### src/rtl/ts_client_arbiter.sv
`default_nettype none
//============================================================================
// Module   : ts_client_arbiter
// Brief    : Shares one event timestamper among NUM_CLIENTS requesters; owns
//            the event-ID pool and routes completed records to their owner.
// Revision : 1.0 - initial release
//============================================================================
module ts_client_arbiter #(
    parameter int NUM_CLIENTS = 4,
    parameter int ID_W        = 4,
    localparam int CLI_W      = (NUM_CLIENTS > 1) ? $clog2(NUM_CLIENTS) : 1
) (
    input  logic                        clk,
    input  logic                        rst,
    input  logic [NUM_CLIENTS-1:0]      cli_start_valid,
    output logic [NUM_CLIENTS-1:0]      cli_start_ready,
    output logic [NUM_CLIENTS*ID_W-1:0] cli_start_id,
    input  logic [NUM_CLIENTS-1:0]      cli_end_valid,
    output logic [NUM_CLIENTS-1:0]      cli_end_ready,
    input  logic [NUM_CLIENTS*ID_W-1:0] cli_end_id,
    output logic                        ts_start_valid,
    input  logic                        ts_start_ready,
    output logic [ID_W-1:0]             ts_start_id,
    output logic                        ts_end_valid,
    input  logic                        ts_end_ready,
    output logic [ID_W-1:0]             ts_end_id,
    input  logic                        rec_valid,
    input  logic                        rec_ready,
    input  logic [ID_W-1:0]             rec_id,
    output logic [CLI_W-1:0]            rec_owner,
    output logic [ID_W:0]               inflight,
    output logic                        end_err,
    output logic [15:0]                 err_cnt
);

    localparam int DEPTH = 2 ** ID_W;

    localparam logic [1:0] c_FREE   = 2'd0;
    localparam logic [1:0] c_ACTIVE = 2'd1;
    localparam logic [1:0] c_ENDING = 2'd2;

    logic [1:0]       r_state [DEPTH];
    logic [CLI_W-1:0] r_owner [DEPTH];
    logic [CLI_W-1:0] r_start_ptr;
    logic [CLI_W-1:0] r_end_ptr;
    logic [ID_W:0]    r_inflight;
    logic             r_end_err;
    logic [15:0]      r_err_cnt;

    logic [ID_W-1:0]  w_alloc_id;
    logic             w_free_any;
    logic [CLI_W-1:0] w_start_win;
    logic             w_start_fire;
    logic [CLI_W-1:0] w_end_win;
    logic             w_end_any;
    logic [ID_W-1:0]  w_end_id;
    logic             w_end_legal;
    logic             w_end_fire;
    logic             w_end_drop;
    logic             w_rec_free;

    // First requester at or after ptr, wrapping round.
    function automatic logic [CLI_W-1:0] f_rr_pick(input logic [NUM_CLIENTS-1:0] req,
                                                   input logic [CLI_W-1:0]       ptr);
        logic [CLI_W-1:0] pick;
        int               idx;
        pick = ptr;
        for (int k = NUM_CLIENTS - 1; k >= 0; k--) begin
            idx = (int'(ptr) + k) % NUM_CLIENTS;
            if (req[CLI_W'(idx)]) pick = CLI_W'(idx);
        end
        return pick;
    endfunction

    function automatic logic [CLI_W-1:0] f_next(input logic [CLI_W-1:0] c);
        return (c == CLI_W'(NUM_CLIENTS - 1)) ? '0 : c + CLI_W'(1);
    endfunction

    always_comb begin
        w_alloc_id = '0;
        w_free_any = 1'b0;
        for (int i = DEPTH - 1; i >= 0; i--) begin
            if (r_state[i] == c_FREE) begin
                w_alloc_id = ID_W'(i);
                w_free_any = 1'b1;
            end
        end
    end

    assign w_start_win    = f_rr_pick(cli_start_valid, r_start_ptr);
    assign ts_start_valid = (|cli_start_valid) & w_free_any;
    assign ts_start_id    = w_alloc_id;
    assign w_start_fire   = ts_start_valid & ts_start_ready;

    always_comb begin
        cli_start_ready = '0;
        cli_start_id    = '0;
        if (ts_start_valid) begin
            cli_start_ready[w_start_win]               = ts_start_ready;
            cli_start_id[w_start_win*ID_W +: ID_W]     = w_alloc_id;
        end
    end

    // Illegal ends are acknowledged to the client but never reach the timestamper.
    assign w_end_any    = |cli_end_valid;
    assign w_end_win    = f_rr_pick(cli_end_valid, r_end_ptr);
    assign w_end_id     = cli_end_id[w_end_win*ID_W +: ID_W];
    assign w_end_legal  = (r_state[w_end_id] == c_ACTIVE) && (r_owner[w_end_id] == w_end_win);
    assign ts_end_valid = w_end_any & w_end_legal;
    assign ts_end_id    = w_end_id;
    assign w_end_fire   = ts_end_valid & ts_end_ready;
    assign w_end_drop   = w_end_any & ~w_end_legal;

    always_comb begin
        cli_end_ready = '0;
        if (w_end_any) begin
            cli_end_ready[w_end_win] = w_end_legal ? ts_end_ready : 1'b1;
        end
    end

    assign rec_owner  = r_owner[rec_id];
    assign w_rec_free = rec_valid & rec_ready & (r_state[rec_id] == c_ENDING);

    // Start, end and record always touch distinct IDs, so all three may land together.
    always_ff @(posedge clk) begin
        if (rst) begin
            for (int i = 0; i < DEPTH; i++) begin
                r_state[i] <= c_FREE;
                r_owner[i] <= '0;
            end
            r_start_ptr <= '0;
            r_end_ptr   <= '0;
            r_inflight  <= '0;
            r_end_err   <= 1'b0;
            r_err_cnt   <= '0;
        end else begin
            if (w_rec_free) begin
                r_state[rec_id] <= c_FREE;
            end
            if (w_start_fire) begin
                r_state[w_alloc_id] <= c_ACTIVE;
                r_owner[w_alloc_id] <= w_start_win;
                r_start_ptr         <= f_next(w_start_win);
            end
            if (w_end_fire) begin
                r_state[w_end_id] <= c_ENDING;
                r_end_ptr         <= f_next(w_end_win);
            end
            if (w_end_drop) begin
                r_end_ptr <= f_next(w_end_win);
                if (r_err_cnt != 16'hFFFF) begin
                    r_err_cnt <= r_err_cnt + 16'd1;
                end
            end
            r_end_err <= w_end_drop;
            case ({w_start_fire, w_rec_free})
                2'b10:   r_inflight <= r_inflight + (ID_W+1)'(1);
                2'b01:   r_inflight <= r_inflight - (ID_W+1)'(1);
                default: r_inflight <= r_inflight;
            endcase
        end
    end

    assign inflight = r_inflight;
    assign end_err  = r_end_err;
    assign err_cnt  = r_err_cnt;

endmodule
`default_nettype wire

### config.mk
export PLATFORM = sky130hd
export DESIGN_NAME = ts_client_arbiter
export DESIGN_NICKNAME = d
export VERILOG_FILES = /design/src/rtl/ts_client_arbiter.sv
export SDC_FILE = /design/constraint.sdc
export NUM_CORES = 1
export LEC_CHECK = 0
export BUFFER_PORTS_ARGS = -buffer_cell sky130_fd_sc_hd__buf_2
export CAP_MARGIN = 0
export CELL_PAD_IN_SITES_DETAIL_PLACEMENT = 2
export CELL_PAD_IN_SITES_GLOBAL_PLACEMENT = 2
export CORE_MARGIN = 4
export CORE_UTILIZATION = 30
export DETAILED_ROUTE_END_ITERATION = 8
export PLACE_DENSITY = 0.81
export SYNTH_ARGS = -nofsm -noshare
export SYNTH_HDL_FRONTEND = slang
export SYNTH_SLANG_ARGS = --single-unit
### constraint.sdc
create_clock -name clk -period 4.4 [get_ports clk]
set_input_delay 0.22 -clock clk [delete_from_list [all_inputs] [get_ports clk]]
set_output_delay 0.22 -clock clk [all_outputs]
set_load 0.02 [all_outputs]
; ---- Yosys cells after proc, flatten, opt, wreduce, memory -nomap -nowiden
; Memories as Yosys holds them, arrays and structs flattened.
; Index checks and enable logic that the tools add are counted.
[op_classes]
n_reduce_logical = 28
n_bitwise = 11
order_cmp = 12
eq_ne = 8
n_mux = 100
addsub = 12
shift = 3
[ops]
columns = op, count
row1 = two-way mux 4 bit, 22
row2 = two-way mux 1 bit, 50
row3 = negator 4 -> 34 bit, 1
row4 = "variable shift 4 x 34 -> 16 bit, first input constant", 1
row5 = variable part select 4 x 34 -> 16 bit, 1
row6 = logical NOT 2 bit, 16
row7 = "less-than comparator 2 x 4 -> 1 bit, second input constant", 8
row8 = two-way mux 2 bit, 16
row9 = "adder 16 x 1 -> 16 bit, second input constant", 1
row10 = AND 16 bit, 1
row11 = binary-select mux 1 bit (select 2 bit), 8
row12 = two-way mux 16 bit, 1
row13 = "!= test 16 bit, second input constant", 1
row14 = variable part select 16 x 5 -> 4 bit, 1
row15 = case mux 5 bit (2 select lines), 1
row16 = "adder 2 x 1 -> 2 bit, second input constant", 4
row17 = "adder 2 bit, second input constant", 4
row18 = AND 4 bit, 2
row19 = "equality test 2 bit, second input constant", 4
row20 = OR reduction 2 bit, 4
row21 = OR reduction 4 bit, 2
row22 = AND 1 bit, 7
row23 = "less-than comparator 2 x 3 -> 1 bit, second input constant", 2
row24 = "adder 5 x 1 -> 5 bit, second input constant", 1
row25 = 9 further kinds, 15
[word_totals]
output_inout_bits = 58
in_bits = 34
regBits = 26
word_cells = 181
mem_count = 2
ramBits = 64
[memory_table]
columns = name, depth, word_bits, read_ports, rd_clocked_by_memory_dff, write_ports, line
row1 = r_owner, 16, 2, 2, 0, 16, 43  ; logic [CLI_W-1:0] r_owner [DEPTH];
row2 = r_state, 16, 2, 18, 0, 16, 42  ; logic [1:0] r_state [DEPTH];

; ---- Depth between registers and ports, before layout
; Gate-level depths: netlist (run 1).
[logic_depth]
ltp_word = 24
depth_mapped = 18
depth_no_buf = 16

; ---- Least setup slack after synthesis (run 1)
; Ideal clock, no wire load.
[synth_timing]
path_type = register to register
start = register r_end_ptr[0]
end = register r_err_cnt[12] (netlist: err_cnt[12])
arrival_ns = 3.496
t_required_ns = 4.277
setup_ns = 0.123
stages_incl_launch_ff = 15
period_less_slack_ns = 3.619
n_path_buf = 1
setup_slack_ns = 0.781
path_cell_list = dfxtp_1 and2b_1 or4_4 nand2_8 mux2i_1 mux2_4 clkinv_4 mux4_2 a22oi_1 nand2_2 xnor2_2 and2_4 buf_6 nor4_1 mux2_1
[synth_between]
elab_chain_cells = 15
word_cells_on_any_way = 28
classes_between = 3 x add/sub / 2 x eq/ne / 1 x shift / 16 x mux / 2 x bitwise / 2 x reduce/logical / 2 x memory
[synth_lines]
columns = item, line
row1 = from (decl), 45  ; logic [CLI_W-1:0] r_end_ptr;
row2 = from (signal assigned), 147  ; r_end_ptr <= f_next(w_end_win);
row3 = from (signal assigned), 150  ; r_end_ptr <= f_next(w_end_win);
row4 = adder 2 bit, 69  ; idx = (int'(ptr) + k) % NUM_CLIENTS;
row5 = binary-select mux 1 bit (select 2 bit), 70  ; if (req[CLI_W'(idx)]) pick = CLI_W'(idx);
row6 = two-way mux 1 bit (not written as such) (2 in a row), 70
row7 = two-way mux 2 bit (3 in a row), 70
row8 = two-way mux 2 bit (*), 70
row9 = variable part select 16 x 5 -> 4 bit, 107  ; assign w_end_id = cli_end_id[w_end_win*ID_W +: ID_W];
row10 = memory (16 x 2 bit) (on tied branches), --
row11 = equality test 2 x 1 -> 1 bit or equality test 2 bit (tied branches), 108  ; assign w_end_legal = (r_state[w_end_id] == c_ACTIVE) && (r_owner[w_end_id] == w_end_win);
row12 = logical AND 1 bit (*), 108
row13 = inverter 1 bit (*), 112  ; assign w_end_drop = w_end_any & ~w_end_legal;
row14 = AND 1 bit (*), 112
row15 = AND reduction 2 bit (no source line) (*), --
row16 = to (signal assigned), 152  ; r_err_cnt <= r_err_cnt + 16'd1;
row17 = to (decl), 48  ; logic [15:0] r_err_cnt;
; Every way passes the cells marked *; elsewhere a longest branch is shown, timed or not. The select of a mux whose other input is x is not followed.
; A chain may end at the register's enable or synchronous reset.

; ---- Worst setup path after layout (run 1)
[layout_timing]
start = register r_end_ptr[0]
end = output ts_end_valid
[layout_between]
elab_chain_cells = 13
word_cells_on_any_way = 26
classes_between = 3 x add/sub / 2 x eq/ne / 1 x shift / 16 x mux / 1 x bitwise / 1 x reduce/logical / 2 x memory
[layout_lines]
columns = item, line
row1 = adder 2 bit, 69
row2 = binary-select mux 1 bit (select 2 bit), 70
row3 = two-way mux 1 bit (not written as such) (2 in a row), 70
row4 = two-way mux 2 bit (3 in a row), 70
row5 = two-way mux 2 bit (*), 70
row6 = variable part select 16 x 5 -> 4 bit, 107
row7 = memory (16 x 2 bit) (on tied branches), --
row8 = equality test 2 x 1 -> 1 bit or equality test 2 bit (tied branches), 108
row9 = logical AND 1 bit (*), 108
row10 = AND 1 bit (*), 109  ; assign ts_end_valid = w_end_any & w_end_legal;
row11 = to (decl), 24  ; output logic ts_end_valid,
; Marks and branches as above.

==> impl_metrics.tcl, run 1 <==
set metrics [dict create \
    maxCapViolCount 0 \
    finalSetupViolations 0 \
    dpl-instance-area_um2 6420 \
    detail_route.wl_per_cell_um 23.8 \
    synth_top_area_share_pct 20.2 \
    finalPower_uw 2960 \
    fin_nets 796 \
    numCtsBuffers 9 \
    syn_inst 659 \
    synth_top_area_cell "dfxtp_1" \
    yosysSeqAreaShare_pct 37.0 \
    drc 0 \
    wl_met2_um 11500 \
    drt_pass1_iterations 5 \
    die_x_um 146 \
    hold_path.class "primary input to flop" \
    cellPowerDensity_nw_per_um2 439 \
    synth_most_common_cell "nor2_1" \
    worstSkewPairLatency_ns 0.36 \
    cts_tree "done" \
    synth-adder-area-share_pct 3.40 \
    synth_flop_cell "dfxtp_1" \
    dieArea_um2 21400 \
    grt_max_degree 36 \
    skew_ns 0.00706 \
    fmax_ghz 0.236 \
    die_h_um 146 \
    peakVddDrop_v 0.000178 \
    initial_core_util_pct 30.6 \
    htree_levels 3 \
    cts_max_path_buffers 2 \
    core_area_um2 18800 \
    netlist_area_um2 5740 \
    synthArstFlopShare_pct 0 \
    finalHoldViolations 0 \
    min_period_ns 4.24 \
    rsz0062_at_grt "false" \
    num_vias 5797 \
    grt_antenna_before_repair 0 \
    synth_top_family_by_area "simple AND/OR/NAND/NOR gates" \
    cts-hold-fix-buffers 0 \
    grt_pass1_vias 6310 \
    viasPerCell 5.88 \
    synth_compound_area_share_pct 18.5 \
    min_period_over_period_pct 96.5 \
    synth_xor_xnor_area_share_pct 1.35 \
    cts.sinks 90 \
    path_clk_slew_ns 0.07 \
    worstPathRequired_ns 4.18 \
    std_cell_rows 50 \
    drt_iter0_drc 503 \
    wl_met3_um 1430 \
    ys_seq_elements 90 \
    synth_edf_count 32 \
    synthSimpleGateAreaFrac_pct 25.9 \
    syn_nets 708 \
    ant_nets 0 \
    crit_type "flop to output port" \
    gp_congestion 0.959 \
    drive_above_1_share_pct 22.3 \
    slew_headroom_pct 40.5 \
    postSynthAreaPerCell_um2 8.71 \
    crit_path_start_kind "flop" \
    yosys-top-cells-area "dfxtp_1 (20%), edfxtp_1 (17%), nor2_1 (6.4%)" \
    antenna_cells 0 \
    grt.total_usage_pct 21.3 \
    gr-total-overflow 0 \
    synth_common_cells "nor2_1 (98), nand2_1 (62), dfxtp_1 (58), a21oi_1 (36), edfxtp_1 (32)" \
    io_buffers 91 \
    wl_met1_um 9390 \
    crit_arrival_ns 4.02 \
    yosys_warnings 0 \
    cp-end-kind "output port" \
    syn2layout_area_growth_pct 17.6 \
    muxShareOfSynthArea_pct 8.31 \
    netlist-cell-type-count 71 \
    worstMarginPinSlew_ns 0.892 \
    ios 92 \
    root_buffer "clkbuf_16" \
    wirelength_um 23400 \
    total_leakage_power_uw 0.00264 \
    fin_tns_setup_ns 0 \
    postLayoutCellArea_um2 6750 \
    status "finished, final reports clean" \
    slew_viol_final 0 \
    hpwlAfterDp_um 17300 \
    crit_path_max_fanout 14 \
    grt_pass1_wl_um 36200 \
    top_layer "met4" \
]
cell type report:
cell class                      instances  area [um^2]
Fill cell                            2126        12000
Inverter                               34          138
Multi-Input combinational cell        503         3330
Clock inverter                          7         46.3
Tap cell                              234          293
Sequential cell                        90         2120
Clock buffer                            9          225
Timing Repair Buffer                  109          591
logic make-up (layout without fill, tap and decap cells):
group / after synthesis / after routing
compound gates: 155 / 155
xor+xnor: 8 / 8
fa+ha+maj: 15 / 15
buf+inv: 67 / 159
flops: 90 / 90
mux: 29 / 29
simple gates: 295 / 296
worst max-delay path, cell delays in order, from the launching register on:
cell and delay (ns):
dfxtp_1 0.39, and2b_1 0.20, or4_4 0.57, nand2_8 0.15, mux2i_1 0.10, mux2_4 0.34, clkinv_4 0.14, mux4_2 0.54
a22oi_1 0.28, nand2_2 0.10, xnor2_2 0.31, and2_4 0.24, nor2b_1 0.13, buf_2 0.17
registers in the layout, indices dropped and copies added (netlist names):
signal,count
r_owner,32
r_state,32
err_cnt,16
inflight,5
r_end_ptr,2
r_start_ptr,2
end_err,1
layout by cell type (no fill, tap or decap), drive strengths merged, types with 9 or more instances in the layout:
cell type  netlist  routed
nor3            14      14
inv             33      33
nand2           65      65
nand3           15      15
and3            10      10
mux4            14      14
a32oi           12      12
a32o            12      12
nor2           100     100
edfxtp          32      32
buf             15     109
ha              14      14
clkbuf          18       9
o22ai           11      11
a21oi           36      36
and2             8       9
dfxtp           58      58
mux2i            9       9
a31oi           11      11
nor2b            9       9
or3             14      14
nand3b          10      10
nand4           19      19
o21ai           29      29
routing by layer:
layer	vias to the layer above	global-route usage (%)
met5	-	0
met4	0	10.2
met3	71	4.00
met2	224	36.5
met1	2881	25.9
li1	2621	-
per-stage QoR:
stage          std cells  setup WS, ns  hold WS [ns]  utilization, %
2_1_floorplan        659         0.781         0.434               -
3_3_place_gp         966         0.494         0.467            34.2
3_5_place_dp         966         0.211         0.475            34.2
4_1_cts              982       0.00850         0.194            35.7
5_1_grt              986       0.00666         0.205            35.9
6_report             986         0.156         0.194            35.9
power by group:
part | leakage [uW] | switching (uW) | internal [uW]
registers | 0.000788 | 77.7 | 912
logic | 0.00173 | 814 | 421
clock network | 0.000125 | 355 | 381
repair_timing:
action,in CTS,in global routing
gates cloned,0,1
pin swaps,0,0
gates resized for setup,2,4
setup endpoints to repair,5,9
buffers inserted,0,3
final timing paths:
check              endpoint  slack, ns            from  depth (start not counted)
max            ts_end_valid       0.16    r_end_ptr[0]                         13
min reg2reg  r_state[10][0]       0.48  r_state[10][0]                          2
max reg2reg      err_cnt[3]       0.16    r_end_ptr[0]                         15
min             inflight[3]       0.19             rst                          2
Power figures use the tool's default switching activity.
==> inputs of run 2 (changes only) <==
CORE_ASPECT_RATIO = 1.4   (was unset)
clock period = 4.5 ns   (was 4.4 ns; I/O delays follow)
==> impl_metrics.tcl, run 2 (synthesis results as in run 1) <==
set metrics [dict create \
    worstSkewPairLatency_ns 0.35 \
    grt_pass1_vias 6403 \
    path_delay_family "simple AND/OR/NAND/NOR gates" \
    dieArea_um2 21400 \
    peakVddDrop_v 0.000194 \
    num_vias 5811 \
    grt_antenna_before_repair 0 \
    viasPerCell 5.83 \
    drive_above_1_share_pct 22.3 \
    initial_core_util_pct 30.7 \
    grt.total_usage_pct 21.7 \
    path_clk_slew_ns 0.07 \
    syn2layout_area_growth_pct 19.3 \
    hpwlAfterDp_um 17800 \
    crit_type "flop to output port" \
    total_leakage_power_uw 0.00269 \
    core_area_um2 18700 \
    slew_headroom_pct 53.0 \
    final_cell_mix "nor2_1 (98), buf_2 (91), nand2_1 (62)" \
    cts.sinks 90 \
    grt_max_degree 37 \
    slew_viol_final 0 \
    min_period_ns 4.26 \
    maxCapViolCount 0 \
    crit_path_max_fanout 14 \
    min_period_over_period_pct 94.7 \
    cts_max_path_buffers 2 \
    crit_buf_inv 3 \
    skew_ns 0.0100 \
    die_h_um 172 \
    fill_cells 2110 \
    cellPowerDensity_nw_per_um2 458 \
    die_x_um 125 \
    cp_cell_sequence "and2b_1, or4_4, nand2_8, mux2i_1, mux2_4, clkinv_4, mux4_2, a22oi_1, nand2_2, xnor2_2, a31oi_1, buf_4, and2_1, buf_2" \
    gr-total-overflow 0 \
    hold_slack_ns 0.210 \
    detail_route.wl_per_cell_um 23.8 \
    ant_nets 0 \
    grt_pass1_wl_um 36600 \
    rsz0062_at_grt "false" \
    ios 92 \
    worstPathRequired_ns 4.28 \
    fin_tns_setup_ns 0 \
    finalHoldViolations 0 \
    cts-hold-fix-buffers 0 \
    drt_iter0_drc 391 \
    std_cell_rows 59 \
    status "finished, final reports clean" \
    critPathSlowestCell "or4_4" \
    crit_path_start_kind "flop" \
    ff_latch_area_um2 2120 \
    fmax_ghz 0.235 \
    drc 0 \
    cts_tree "done" \
    htree_levels 3 \
    crit_arrival_ns 4.04 \
    layout_commonest_cell "nor2_1" \
    finalSetupViolations 0 \
    hold_path.class "primary input to flop" \
    antenna_cells 0 \
    wirelength_um 23700 \
    root_buffer "clkbuf_16" \
    io_buffers 91 \
    fin_nets 796 \
    cp-end-kind "output port" \
    drt_pass1_iterations 5 \
    worstMarginPinSlew_ns 0.699 \
    cpPeakStageDelay_ns 0.57 \
    numCtsBuffers 9 \
    gp_congestion 0.919 \
    multi_input_area_um2 3320 \
]
-- run 2: changes by cell type in the layout (fill, tap and decap cells not counted) --
cell	previous run	this run
and2_2	1	2
a31oi_1	10	11
clkinv_1	1	0
buf_4	18	17
a31oi_4	1	0
clkinvlp_4	2	0
bufinv_16	0	4
clkinvlp_2	1	0
clkinv_4	3	2
inv_6	0	2
clkinv_2	1	0
-- run 2: what timing repair did --
item,CTS,global route
endpoints found under the setup margin,1,4
pin swaps,0,1
buffers inserted,0,3
gates cloned,1,1
resized for setup,1,3
-- run 2: stage by stage --
stage / instances / util (%) / power (uW) / cell area (um^2) / worst slack [ns]
3_3_place_gp: 975 / 34.4 / 2030 / 6420 / 0.539
4_1_cts: 992 / 36.4 / 3090 / 6810 / 0.0564
2_1_floorplan: 659 / - / 1790 / 5740 / 0.881
3_5_place_dp: 975 / 34.4 / 2100 / 6420 / 0.215
6_report: 996 / 36.6 / 3130 / 6840 / 0.237
5_1_grt: 996 / 36.6 / 3280 / 6840 / 0.0590
-- run 2: final timing paths --
check,startpoint,to,slack [ns],depth (start not counted)
min,rst,r_start_ptr[1],0.21,2
min reg2reg,r_state[10][0],r_state[10][0],0.47,2
max,r_end_ptr[0],cli_end_ready[2],0.24,14
max reg2reg,r_end_ptr[0],err_cnt[7],0.37,14
-- run 2: cell type report --
type	count	area share [%]
tap	244	4.46
timing repair buffer	108	8.52
inverter	34	2.01
clock inverter	7	2.14
sequential	90	31.0
multi-input combinational	504	48.6
clock buffer	9	3.29
-- run 2: where the power goes --
group / switching [uW] / total, uW / internal [uW] / leakage, uW
sequential: 73.6 / 965 / 891 / 0.000788
clock: 353 / 958 / 605 / 0.000181
combinational: 807 / 1210 / 404 / 0.00172
-- run 2: routing by layer --
metal / wire length [um] / track usage, % / vias up
met5: 0 / 0 / -
met4: 1170 / 11.6 / 0
met3: 1040 / 3.42 / 70
met2: 12300 / 40.3 / 189
met1: 9130 / 23.9 / 2920
li1: - / - / 2632
==> inputs of run 3 (changes only) <==
==> constraint.sdc (replaced) <==
create_clock -name clk -period 4.5 [get_ports clk]
set_input_delay 0.45 -clock clk [delete_from_list [all_inputs] [get_ports clk]]
set_output_delay 0.45 -clock clk [all_outputs]
set_load 0.02 [all_outputs]
==> impl_metrics.tcl, run 3 (synthesis results as in run 1) <==
set metrics [dict create \
    status "finished, final reports clean" \
    wl_met1_um 8770 \
    crit_path_start_kind "flop" \
    crit_type "flop to output port" \
    die_x_um 125 \
    layout_commonest_cell "nor2_1" \
    crit_arrival_ns 3.85 \
    total_leakage_power_uw 0.00265 \
    grt.total_usage_pct 21.6 \
    slew_viol_final 0 \
    drive_above_1_share_pct 22.3 \
    gp_congestion 0.930 \
    path_clk_slew_ns 0.07 \
    ant_nets 0 \
    wirelength_um 23200 \
    slew_headroom_pct 22.1 \
    crit_start "r_end_ptr[0]" \
    postLayoutCellArea_um2 6770 \
    dieArea_um2 21400 \
    root_buffer "clkbuf_16" \
    grt_pass1_vias 6443 \
    r2r_slack_ns 0.49 \
    finalHoldViolations 0 \
    top_layer "met4" \
    reg2reg_to "err_cnt[7]" \
    cts-hold-fix-buffers 0 \
    num_vias 5807 \
    reg2reg_depth 14 \
    fin_nets 796 \
    min_period_ns 4.30 \
    dpl-instance-area_um2 6450 \
    drt_iter0_drc 349 \
    peakVddDrop_v 0.000190 \
    cp_cell_sequence "and2b_1, or4_4, nand2_8, mux2i_1, mux2_4, inv_8, mux4_2, a22oi_1, nand2_2, xnor2_2, a31oi_1, buf_4, and2_1, buf_2" \
    io_buffers 91 \
    drc 0 \
    fin_tns_setup_ns 0 \
    ff_latch_area_um2 2120 \
    std_cell_rows 59 \
    post-place-ws_ns 0.250 \
    grt_pass1_wl_um 36500 \
    wl_met2_um 12400 \
    ios 92 \
    detail_route.wl_per_cell_um 23.3 \
    finalSetupViolations 0 \
    grt_antenna_before_repair 0 \
    gr-total-overflow 0 \
    worst_slack_ns 0.198 \
    cp-end-kind "output port" \
    hold_path.class "flop to flop" \
    cpPeakStageDelay_ns 0.56 \
    skew_ns 0.0104 \
    htree_levels 3 \
    cts_max_path_buffers 2 \
    cts_tree "done" \
    core_area_um2 18700 \
    grt_max_degree 44 \
    rr_startpoint "r_end_ptr[0]" \
    drt_pass1_iterations 5 \
    multi_input_area_um2 3300 \
    final_cell_mix "nor2_1 (98), buf_2 (91), nand2_1 (62)" \
    rsz0062_at_grt "false" \
    cts.sinks 90 \
    viasPerCell 5.83 \
    numCtsBuffers 9 \
    fmax_ghz 0.232 \
    worstMarginPinSlew_ns 1.16 \
    die_h_um 172 \
    maxCapViolCount 0 \
    cellPowerDensity_nw_per_um2 435 \
    min_period_over_period_pct 95.6 \
    worstSkewPairLatency_ns 0.36 \
    initial_core_util_pct 30.7 \
    critPathSlowestCell "or4_4" \
    wl_met3_um 888 \
    syn2layout_area_growth_pct 18.0 \
    endpoint "cli_end_ready[3]" \
    hpwlAfterDp_um 18000 \
    antenna_cells 0 \
    crit_path_max_fanout 14 \
    fill_cells 2105 \
    worstPathRequired_ns 4.05 \
]
[run 3: cell types whose count changed in the layout (fill, tap and decap cells not counted)]
cell,before,now
bufinv_16,4,1
and2_2,2,0
buf_4,17,19
clkinvlp_4,0,2
dfxtp_1,58,56
dfxtp_2,0,2
a211o_1,0,1
a211o_2,2,1
clkinv_4,2,1
clkinvlp_2,0,1
inv_8,0,1
o22ai_1,10,11
o22ai_2,1,0
[run 3: stage by stage]
| stage | instances | power, uW | hold WS (ns) | utilization (%) |
|---|---|---|---|---|
| after global placement | 978 | 2060 | 0.452 | 34.5 |
| final | 996 | 2940 | 0.471 | 36.2 |
| after global routing | 996 | 3100 | 0.504 | 36.2 |
| after detailed placement | 978 | 2130 | 0.462 | 34.5 |
| after floorplan | 659 | 1790 | 0.434 | - |
| after CTS | 994 | 2920 | 0.471 | 36.1 |
[run 3: area by class of cell]
class,count,share of cell area (%)
Clock buffer,9,3.33
Clock inverter,7,1.13
Inverter,34,2.07
Multi-Input combinational cell,502,48.8
Sequential cell,90,31.4
Tap cell,244,4.51
Timing Repair Buffer,110,8.83
[run 3: per-layer routing]
| metal | track usage, % | up-vias |
|---|---|---|
| met2 | 40.7 | 179 |
| met1 | 23.1 | 2922 |
| li1 | - | 2643 |
| met5 | 0 | - |
| met3 | 3.70 | 63 |
| met4 | 11.3 | 0 |
[run 3: worst min path at each step]
stage / end / cells after the start / slack (ns) / from
after CTS: r_state[10][0] / 2 / 0.47 / r_state[10][0]
final: r_state[10][0] / 2 / 0.47 / r_state[10][0]
after global placement: r_state[10][0] / 2 / 0.45 / r_state[10][0]
after floorplan: r_state[10][0] / 2 / 0.43 / r_state[10][0]
after global routing: r_state[10][0] / 2 / 0.50 / r_state[10][0]
after detailed placement: r_state[10][0] / 2 / 0.46 / r_state[10][0]
[run 3: where the power goes]
part	switching, uW	total, uW	internal (uW)	leakage [uW]
clock network	356	790	434	0.000139
logic	778	1190	411	0.00172
registers	70.8	964	893	0.000788
total	1210	2940	1740	0.00265
[run 3: critical path, delay by kind of cell (launching register included)]
family	cells	cell delay (ns)
mux	3	0.94
compound gates	2	0.34
simple gates	5	1.13
buf+inv	3	0.51
flops	1	0.36
xor+xnor	1	0.22
[run 3: repair_timing]
action / 4_1_cts / 5_1_grt
setup endpoints to repair: 0 / 5
resized for setup: 0 / 5
hold endpoints to repair: 0 / 0
buffers inserted: 0 / 2
